$ cat config.mk
export PLATFORM = sky130hd
export DESIGN_NAME = router_switch_allocator
export DESIGN_NICKNAME = d
export VERILOG_FILES = /design/src/rtl/router_switch_allocator.sv
export SDC_FILE = /design/constraint.sdc
export NUM_CORES = 1
export LEC_CHECK = 0
export BUFFER_PORTS_ARGS = -buffer_cell sky130_fd_sc_hd__buf_2
export CAP_MARGIN = 15
export CORE_MARGIN = 4
export CORE_UTILIZATION = 56
export DETAILED_ROUTE_END_ITERATION = 16
export HOLD_SLACK_MARGIN = 0.02
export PLACE_DENSITY = 0.84
export SLEW_MARGIN = 10
export SYNTH_ARGS = -nofsm -noshare
export SYNTH_HDL_FRONTEND = slang
export SYNTH_SLANG_ARGS = --single-unit
$ cat constraint.sdc
create_clock -name clk -period 4.7 [get_ports clk]
set_input_delay 0.47 -clock clk [delete_from_list [all_inputs] [get_ports clk]]
set_output_delay 0.47 -clock clk [all_outputs]
set_load 0.1 [all_outputs]
$ cat src/rtl/router_switch_allocator.sv
// Wormhole switch allocator: one IDLE/ACTIVE lock per output, round-robin arbitration on HEAD flits.
// Define ROUTER_SA_WATCHDOG_EN to add a per-output stall watchdog that force-releases a stuck lock.
module router_switch_allocator #(
  parameter int unsigned NUM_PORTS   = 4,
  parameter int unsigned PORT_BITS   = $clog2(NUM_PORTS),
  parameter int unsigned WDOG_CYCLES = 64
) (
  input  logic                           clk,
  input  logic                           rst_n,
  input  logic [NUM_PORTS-1:0]           in_valid,
  input  logic [2*NUM_PORTS-1:0]         in_flit_type,
  input  logic [PORT_BITS*NUM_PORTS-1:0] in_dest,
  input  logic [NUM_PORTS-1:0]           out_ready,
  output logic [NUM_PORTS-1:0]           in_grant,
  output logic [NUM_PORTS-1:0]           out_valid,
  output logic [PORT_BITS*NUM_PORTS-1:0] xbar_sel,
  output logic [NUM_PORTS-1:0]           out_busy,
  output logic [NUM_PORTS-1:0]           wdog_err
);

  typedef enum logic [1:0] {
    FT_HEAD = 2'd0,
    FT_TAIL = 2'd1,
    FT_BODY = 2'd2,
    FT_NONE = 2'd3
  } flit_type_t;

  typedef enum logic [1:0] {
    IDLE   = 2'd0,
    ACTIVE = 2'd2
  } state_t;

  state_t               state_q [NUM_PORTS];
  state_t               state_d [NUM_PORTS];
  logic [PORT_BITS-1:0] owner_q [NUM_PORTS];
  logic [PORT_BITS-1:0] owner_d [NUM_PORTS];
  logic [PORT_BITS-1:0] rr_q    [NUM_PORTS];
  logic [PORT_BITS-1:0] rr_d    [NUM_PORTS];

  flit_type_t           ftype   [NUM_PORTS];
  logic [PORT_BITS-1:0] dest    [NUM_PORTS];
  logic [NUM_PORTS-1:0] xfer;
  logic [NUM_PORTS-1:0] is_tail;
  logic [NUM_PORTS-1:0] timeout;

  function automatic logic [PORT_BITS-1:0] next_port(input logic [PORT_BITS-1:0] p);
    return PORT_BITS'((32'(p) + 1) % NUM_PORTS);
  endfunction

  always_comb begin
    for (int unsigned i = 0; i < NUM_PORTS; i++) begin
      ftype[i] = flit_type_t'(in_flit_type[2*i +: 2]);
      dest[i]  = in_dest[PORT_BITS*i +: PORT_BITS];
    end
  end

  always_comb begin
    xfer    = '0;
    is_tail = '0;
    for (int unsigned o = 0; o < NUM_PORTS; o++) begin
      xfer[o]    = (state_q[o] == ACTIVE) && in_valid[owner_q[o]] && out_ready[o] &&
                   (ftype[owner_q[o]] != FT_NONE);
      is_tail[o] = (ftype[owner_q[o]] == FT_TAIL);
    end
  end

`ifdef ROUTER_SA_WATCHDOG_EN
  localparam logic [7:0] WDOG_LIM = 8'(WDOG_CYCLES);

  logic [7:0] stall_q [NUM_PORTS];
  logic [7:0] stall_d [NUM_PORTS];

  // Counter idles at zero outside ACTIVE, so a fresh lock always starts from a clean count.
  always_comb begin
    timeout = '0;
    for (int unsigned o = 0; o < NUM_PORTS; o++) begin
      timeout[o] = (state_q[o] == ACTIVE) && !xfer[o] && (stall_q[o] == WDOG_LIM);
      stall_d[o] = stall_q[o];
      if ((state_q[o] != ACTIVE) || xfer[o] || timeout[o]) begin
        stall_d[o] = '0;
      end else begin
        stall_d[o] = stall_q[o] + 8'd1;
      end
    end
  end

  always_ff @(posedge clk or negedge rst_n) begin
    if (!rst_n) begin
      for (int unsigned o = 0; o < NUM_PORTS; o++) stall_q[o] <= '0;
    end else begin
      for (int unsigned o = 0; o < NUM_PORTS; o++) stall_q[o] <= stall_d[o];
    end
  end
`else
  logic [7:0] unused_wdog_cycles;
  assign unused_wdog_cycles = 8'(WDOG_CYCLES);

  always_comb begin
    timeout = '0;
  end
`endif

  assign wdog_err = timeout;

  always_comb begin : p_next
    logic                 found;
    logic [PORT_BITS-1:0] cand;
    for (int unsigned o = 0; o < NUM_PORTS; o++) begin
      state_d[o] = state_q[o];
      owner_d[o] = owner_q[o];
      rr_d[o]    = rr_q[o];
      found      = 1'b0;
      cand       = '0;
      case (state_q[o])
        IDLE: begin
          // Scan from the round-robin pointer upward; first HEAD aimed at this output wins.
          for (int unsigned k = 0; k < NUM_PORTS; k++) begin
            cand = PORT_BITS'((32'(rr_q[o]) + k) % NUM_PORTS);
            if (!found && in_valid[cand] && (ftype[cand] == FT_HEAD) &&
                (dest[cand] == PORT_BITS'(o))) begin
              found      = 1'b1;
              owner_d[o] = cand;
              state_d[o] = ACTIVE;
            end
          end
        end
        ACTIVE: begin
          if (timeout[o] || (xfer[o] && is_tail[o])) begin
            state_d[o] = IDLE;
            rr_d[o]    = next_port(owner_q[o]);
          end
        end
        default: state_d[o] = IDLE;
      endcase
    end
  end

  always_ff @(posedge clk or negedge rst_n) begin
    if (!rst_n) begin
      for (int unsigned o = 0; o < NUM_PORTS; o++) begin
        state_q[o] <= IDLE;
        owner_q[o] <= '0;
        rr_q[o]    <= '0;
      end
    end else begin
      for (int unsigned o = 0; o < NUM_PORTS; o++) begin
        state_q[o] <= state_d[o];
        owner_q[o] <= owner_d[o];
        rr_q[o]    <= rr_d[o];
      end
    end
  end

  assign out_valid = xfer;

  always_comb begin
    in_grant = '0;
    out_busy = '0;
    xbar_sel = '0;
    for (int unsigned o = 0; o < NUM_PORTS; o++) begin
      if (xfer[o]) in_grant[owner_q[o]] = 1'b1;
      out_busy[o]                        = (state_q[o] == ACTIVE);
      xbar_sel[PORT_BITS*o +: PORT_BITS] = owner_q[o];
    end
  end

endmodule

==> run summary, run 1 <==
worst-margin pin slew -> 702 ps
count of final hold-check violations -> 0
CTS Buf Count -> 3
drt total wl -> 6.42 mm
worst hold path class -> in -> async
Synth area leader -> dfrtp_1
GR Util All Layers -> 0.249
clk sinks -> 20
dpl hpwl -> 4.89 mm
Setup Skew -> 1.18 ps
critical path required time -> 4230 ps
ys async rst share -> 1.00
Design Power -> 0.00176 W
Root Driver -> clkbuf_8
max frequency -> 0.356 GHz
initial antenna violation count -> 0
Via Count -> 2306
clock latency on the worst-skew pair -> 260 ps
DRT Pass-1 Iters -> 5
TritonCTS clock tree -> yes
Die Span X -> 71.9 um
initial DRC count -> 278
post-synthesis sequential area ratio -> 0.219
vias per cell -> 6.70
Worst path slowest cell -> mux4_2
yosys warns -> 0
max-cap violations -> 0
vias in the first global route -> 2055
wire per inst -> 18.7 um
Tmin final -> 2810 ps
final routed DRC violation total -> 0
Final Max Tran Viols -> 0
Area growth syn-to-layout -> 11.7%
setup_tns -> 0 ps
most frequent cells in the layout -> buf_2 (45), nor2_1 (23), dfrtp_1 (20)
layout cells sized above 1 -> 0.247
VDD IR-drop max -> 303 uV
die span in y -> 71.9 um
aggregate global routing overflow -> 0
WS Path Type -> reg -> out
RePlAce Congestion -> 1.03
Top FF cell, synth -> dfrtp_1
Initial Util -> 0.602
# diodes -> 0
Final ANT Viol Nets -> 0
Netlist Area Pre-Place -> 0.00229 sq mm
Worst EP arrival -> 2340 ps
Synth cell types -> 54
core area -> 0.00380 sq mm
CTS Buffer Depth -> 2
die area -> 0.00517 sq mm
pwr dens -> 690 mW/mm^2
Post-CTS Hold Buffers -> 0
Fillers -> 312
first-pass GRT wire length -> 10.2 mm
period utilisation layout -> 0.598
Top Ports -> 50
fin nets -> 340
crit end category -> output port
clock transition at the registers of the reported paths -> 80 ps
CP max stage delay -> 570 ps
Buffers on Ports -> 45
commonest non-fill, non-tap cell in the layout -> buf_2
Setup crit start kind -> flop
post-CTS setup buffers -> 0
Leak -> 1.11 nW
H-tree Lvls -> 1
Post-CTS Resized -> 0
largest net degree at the start of global routing -> 21
synthesized flop and latch total -> 20
Rows -> 22
syn avg cell area -> 8.76 sq um
Post-synth EDFFs -> 0
Final Setup Violations -> 0
Cell Chain, Critical Path -> mux4_2 > a21oi_1 > a22oi_1 > nand2_1 > buf_2
Slew Limit Headroom -> 0.520
outcome -> completed
Mapped Cells -> 261
crit path max fanout -> 8
RSZ-0062 raised after global routing -> no
largest cells by area after synthesis -> dfrtp_1 (22%), mux4_2 (8.9%), ha_1 (8.8%)
area share of the largest cell type after synthesis -> 0.219
## metal layers
layer / global-route usage / routed length (um) / vias up
met5: 0 / 0 / -
met1: 0.355 / 2840 / 1101
met3: 0.0305 / 534 / 8
met4: 0.0731 / 89 / 0
li1: - / - / 1065
met2: 0.397 / 2960 / 132
## path summary, 6_finish.rpt
kind,from,endpoint,cells past startpoint,slack [ps]
setup reg to reg,rr_q[1],xbar_sel[6],6,2500
min in group clk,rr_q[6],rr_q[6],2,560
hold reg to reg,rr_q[6],rr_q[6],2,560
max in group asynchronous,rst_n,rr_q[7],1,4220
setup / recovery,xbar_sel[4],in_grant[3],5,1890
hold / removal,rst_n,rr_q[1],1,160
## critical path: cells and delay by family, from the launching register on
| family | cells | cell delay (ps) |
|---|---|---|
| and+or+nand+nor | 1 | 80 |
| AOI/OAI and AO/OA | 2 | 460 |
| buffers and inverters | 1 | 420 |
| DFF | 1 | 550 |
| muxes | 1 | 570 |
## cells in the mapped netlist, drive strengths merged, types with 2 or more instances
master and instances:
nor2 23, dfrtp 20, nand2 19, ha 16
inv 16, a21oi 12, mux4 12, o21ai 12
buf 11, or3b 10, a22oi 9, nand3 9
mux2 6, nor3 6, o22ai 6, a2111oi 5
a21o 5, clkbuf 5, o211ai 5, mux2i 4
nand2b 4, nand3b 4, nor3b 4, a211oi 3
or3 3, a311o 2, and2 2, nand4 2
nor4bb 2, o21bai 2, o22a 2, o31ai 2
o32ai 2, or2 2
## report_power, final
part / total [W] / internal (W) / leakage [nW] / switching, W
registers: 0.000447 / 0.000254 / 0.240 / 0.000193
logic: 0.00120 / 0.000325 / 0.848 / 0.000875
clock network: 0.000115 / 0.0000572 / 0.0216 / 0.0000574
## state kept, by name, indices dropped and copies added (netlist names)
name	cells
xbar_sel	8
state_q	4
rr_q	8
## stage by stage
stage               hold WS (ps)   util  instances  instance area, sq um  setup WS, ps
global route                 188  0.672        344                  2550          1730
finish                       160  0.672        344                  2550          1890
floorplan                    174      -        264                  2310          5.50
CTS                          173  0.672        344                  2550          1890
detailed placement           454  0.661        341                  2510          2180
global placement             446  0.661        341                  2510          2200
## final cells by class
| cell class | instances | area [sq um] | share of cell area |
|---|---|---|---|
| repair buffers | 45 | 225 | 0.0882 |
| flip-flops and latches | 20 | 500 | 0.196 |
| inverters | 16 | 60.1 | 0.0235 |
| clock buffers | 3 | 41.3 | 0.0162 |
| well taps | 48 | 60.1 | 0.0235 |
| multi-input cells | 212 | 1670 | 0.653 |
## cell families (layout without fill, tap and decap cells)
logic type	count (synthesis)	count (layout)	synth area share
simple gates	94	94	0.225
compound gates	76	76	0.234
buf+inv	32	64	0.0624
mux	22	22	0.170
flops	20	20	0.219
fa+ha+maj	16	16	0.0875
other cells	1	4	0.00164
Power figures use the tool's default switching activity.
==> run 2: changes to the inputs <==
- CORE_UTILIZATION: 56 -> 55
- PLACE_DENSITY: 0.84 -> 0.83
- clock period: 4.7 -> 2.65 ns (I/O delays scaled with it)
==> run 2 against run 1 <==
Effect of this change:
- flip-flop and latch count is the same
- die area grew 1.6%
- via count shrank 0.43%
- clock power grew 74%
- sequential power grew 80%
- global-route usage grew 1.5 points
- count of clock-buffer cells in the layout is the same
- design area grew 5.4%
- highest routed layer unchanged
==> run summary, run 2 (synthesized netlist as in run 1, its figures left out) <==
Slew Limit Headroom -> 0.537 (+0.0172)
fin nets -> 344 (+1.2%)
Setup Skew -> 1.58 ps (+0.402 ps)
critical path required time -> 2380 ps (-1850 ps)
initial DRC count -> 199 (-28%)
flip-flop and latch area -> 520 sq um (+4.0%)
Area growth syn-to-layout -> 17.7%
Tmin final -> 2500 ps
wire per inst -> 18.5 um (-0.98%)
initial antenna violation count -> 0 (unchanged)
Cell Count, Final, Fillers Out -> 350 (+1.7%)
vias per cell -> 6.56 (-2.1%)
Hold Worst Slack -> 494 ps (+334 ps)
clock transition at the registers of the reported paths -> 70 ps (about the same)
CTS Buf Count -> 3 (unchanged)
Design Power -> 0.00329 W (+87%)
Post-CTS Hold Buffers -> 1 (+1)
RePlAce Congestion -> 0.927 (-10%)
final routed DRC violation total -> 0 (unchanged)
Final ANT Viol Nets -> 0 (unchanged)
Final Setup Violations -> 0 (unchanged)
clk sinks -> 20 (unchanged)
VDD IR-drop max -> 496 uV (+64%)
WS Path Type -> reg -> out
first-pass GRT wire length -> 10.9 mm (+6.5%)
clock latency on the worst-skew pair -> 260 ps (about the same)
Reg2Reg Depth -> 5 (-1)
switching part of the total power -> 0.632 (-0.00674)
area occupied by multi-input gates -> 0.00175 sq mm (+5.0%)
drt total wl -> 6.47 mm (+0.75%)
outcome -> completed
crit path max fanout -> 8 (unchanged)
pwr dens -> 1220 mW/mm^2 (+77%)
dpl hpwl -> 5.05 mm (+3.2%)
P_sw -> 0.00208 W (+85%)
H-tree Lvls -> 1 (unchanged)
GR Util All Layers -> 0.264 (+0.0147)
Setup crit start kind -> flop
Post-CTS Resized -> 0 (unchanged)
crit end category -> output port
largest net degree at the start of global routing -> 21 (unchanged)
share of power burned in the clock network -> 0.061 (-0.004)
DRT Pass-1 Iters -> 5 (unchanged)
period utilisation layout -> 0.945
worst hold path class -> in -> async
Final Max Tran Viols -> 0 (unchanged)
die area -> 0.00525 sq mm (+1.6%)
max frequency -> 0.399 GHz
# diodes -> 0 (unchanged)
Flop pwr share -> 0.245 (-0.009)
count of final hold-check violations -> 0 (unchanged)
Leak -> 1.13 nW (+1.7%)
aggregate global routing overflow -> 0 (unchanged)
Via Count -> 2296 (-0.43%)
Core Util, Final -> 0.673 (+0.000865)
Cell Area, Placed -> 0.00264 sq mm (+5.1%)
core area -> 0.00400 sq mm (+5.3%)
Initial Util -> 0.572 (-0.0303)
Root Driver -> clkbuf_8
Die Span X -> 72.5 um (+0.80%)
Power Internal -> 0.00121 W (+90%)
commonest non-fill, non-tap cell in the layout -> buf_2
most frequent cells in the layout -> buf_2 (45), nor2_1 (23), inv_1 (16), ha_1 (16), nand2_1 (15)
Worst EP arrival -> 2240 ps (-100 ps)
die span in y -> 72.5 um (+0.80%)
RSZ-0062 raised after global routing -> no
final instance area -> 0.00269 sq mm (+5.4%)
worst-margin pin slew -> 677 ps (-25.1 ps)
Fillers -> 348 (+12%)
Top Ports -> 50 (unchanged)
Cells after DPL -> 346 (+1.5%)
Buffers on Ports -> 45 (unchanged)
Comb power frac -> 0.695 (+0.014)
CTS Buffer Depth -> 2 (unchanged)
TritonCTS clock tree -> yes
vias in the first global route -> 2206 (+7.3%)
Rows -> 23 (+4.5%)
layout cells sized above 1 -> 0.310 (+0.0634)
post-CTS setup buffers -> 0 (unchanged)
max-cap violations -> 0 (unchanged)
## run 2: cell types whose count changed in the layout (fill, tap and decap cells not counted), sizes merged
| cell | delta |
|---|---|
| buf | +3 |
| dlygate4sd3 | +1 |
## run 2: power by group through the flow
stage | Sequential, W | Clock [W] | Combinational (W)
after floorplan | 0.00132 | 0 | 0.00135
after global placement | 0.000798 | 0 | 0.00225
after detailed placement | 0.000798 | 0 | 0.00228
after CTS | 0.000798 | 0.000206 | 0.00229
after global routing | 0.000846 | 0.000213 | 0.00242
final | 0.000805 | 0.000200 | 0.00229
## run 2: critical path, stage by stage (launching register included)
cell and delay, ps:
dfrtp_4 490, mux4_2 560, a21oi_4 280, a22oi_2 160, nand2_4 70, buf_2 420
## run 2: final timing paths
| kind | start | slack, ps | end |
|---|---|---|---|
| setup / recovery | xbar_sel[6] | 150 | in_grant[1] |
| hold / removal | rst_n | 490 | state_q[1] |
| setup reg to reg | rr_q[4] | 430 | xbar_sel[2] |
| hold reg to reg | state_q[5] | 570 | state_q[5] |
| max in group asynchronous | rst_n | 1790 | xbar_sel[2] |
| min in group clk | out_ready[3] | 530 | rr_q[0] |
## run 2: final cells by class
cell class | count | area share
clock buffer | 3 | 0.0153
sequential | 20 | 0.193
timing repair buffer | 49 | 0.0957
inverter | 16 | 0.0223
multi-input combinational | 212 | 0.650
tap | 50 | 0.0232
## run 2: through the flow
stage	setup WS [ps]	setup TNS, ps
floorplan	-92.6	-370
global placement	381	0
detailed placement	394	0
CTS	153	0
global route	76.5	0
finish	146	0
## run 2: per-layer routing
metal	track usage	vias up	routed length [um]
li1	-	1078	-
met1	0.374	1081	2850
met2	0.419	131	2940
met3	0.0319	6	589
met4	0.0861	0	91
met5	0	-	0
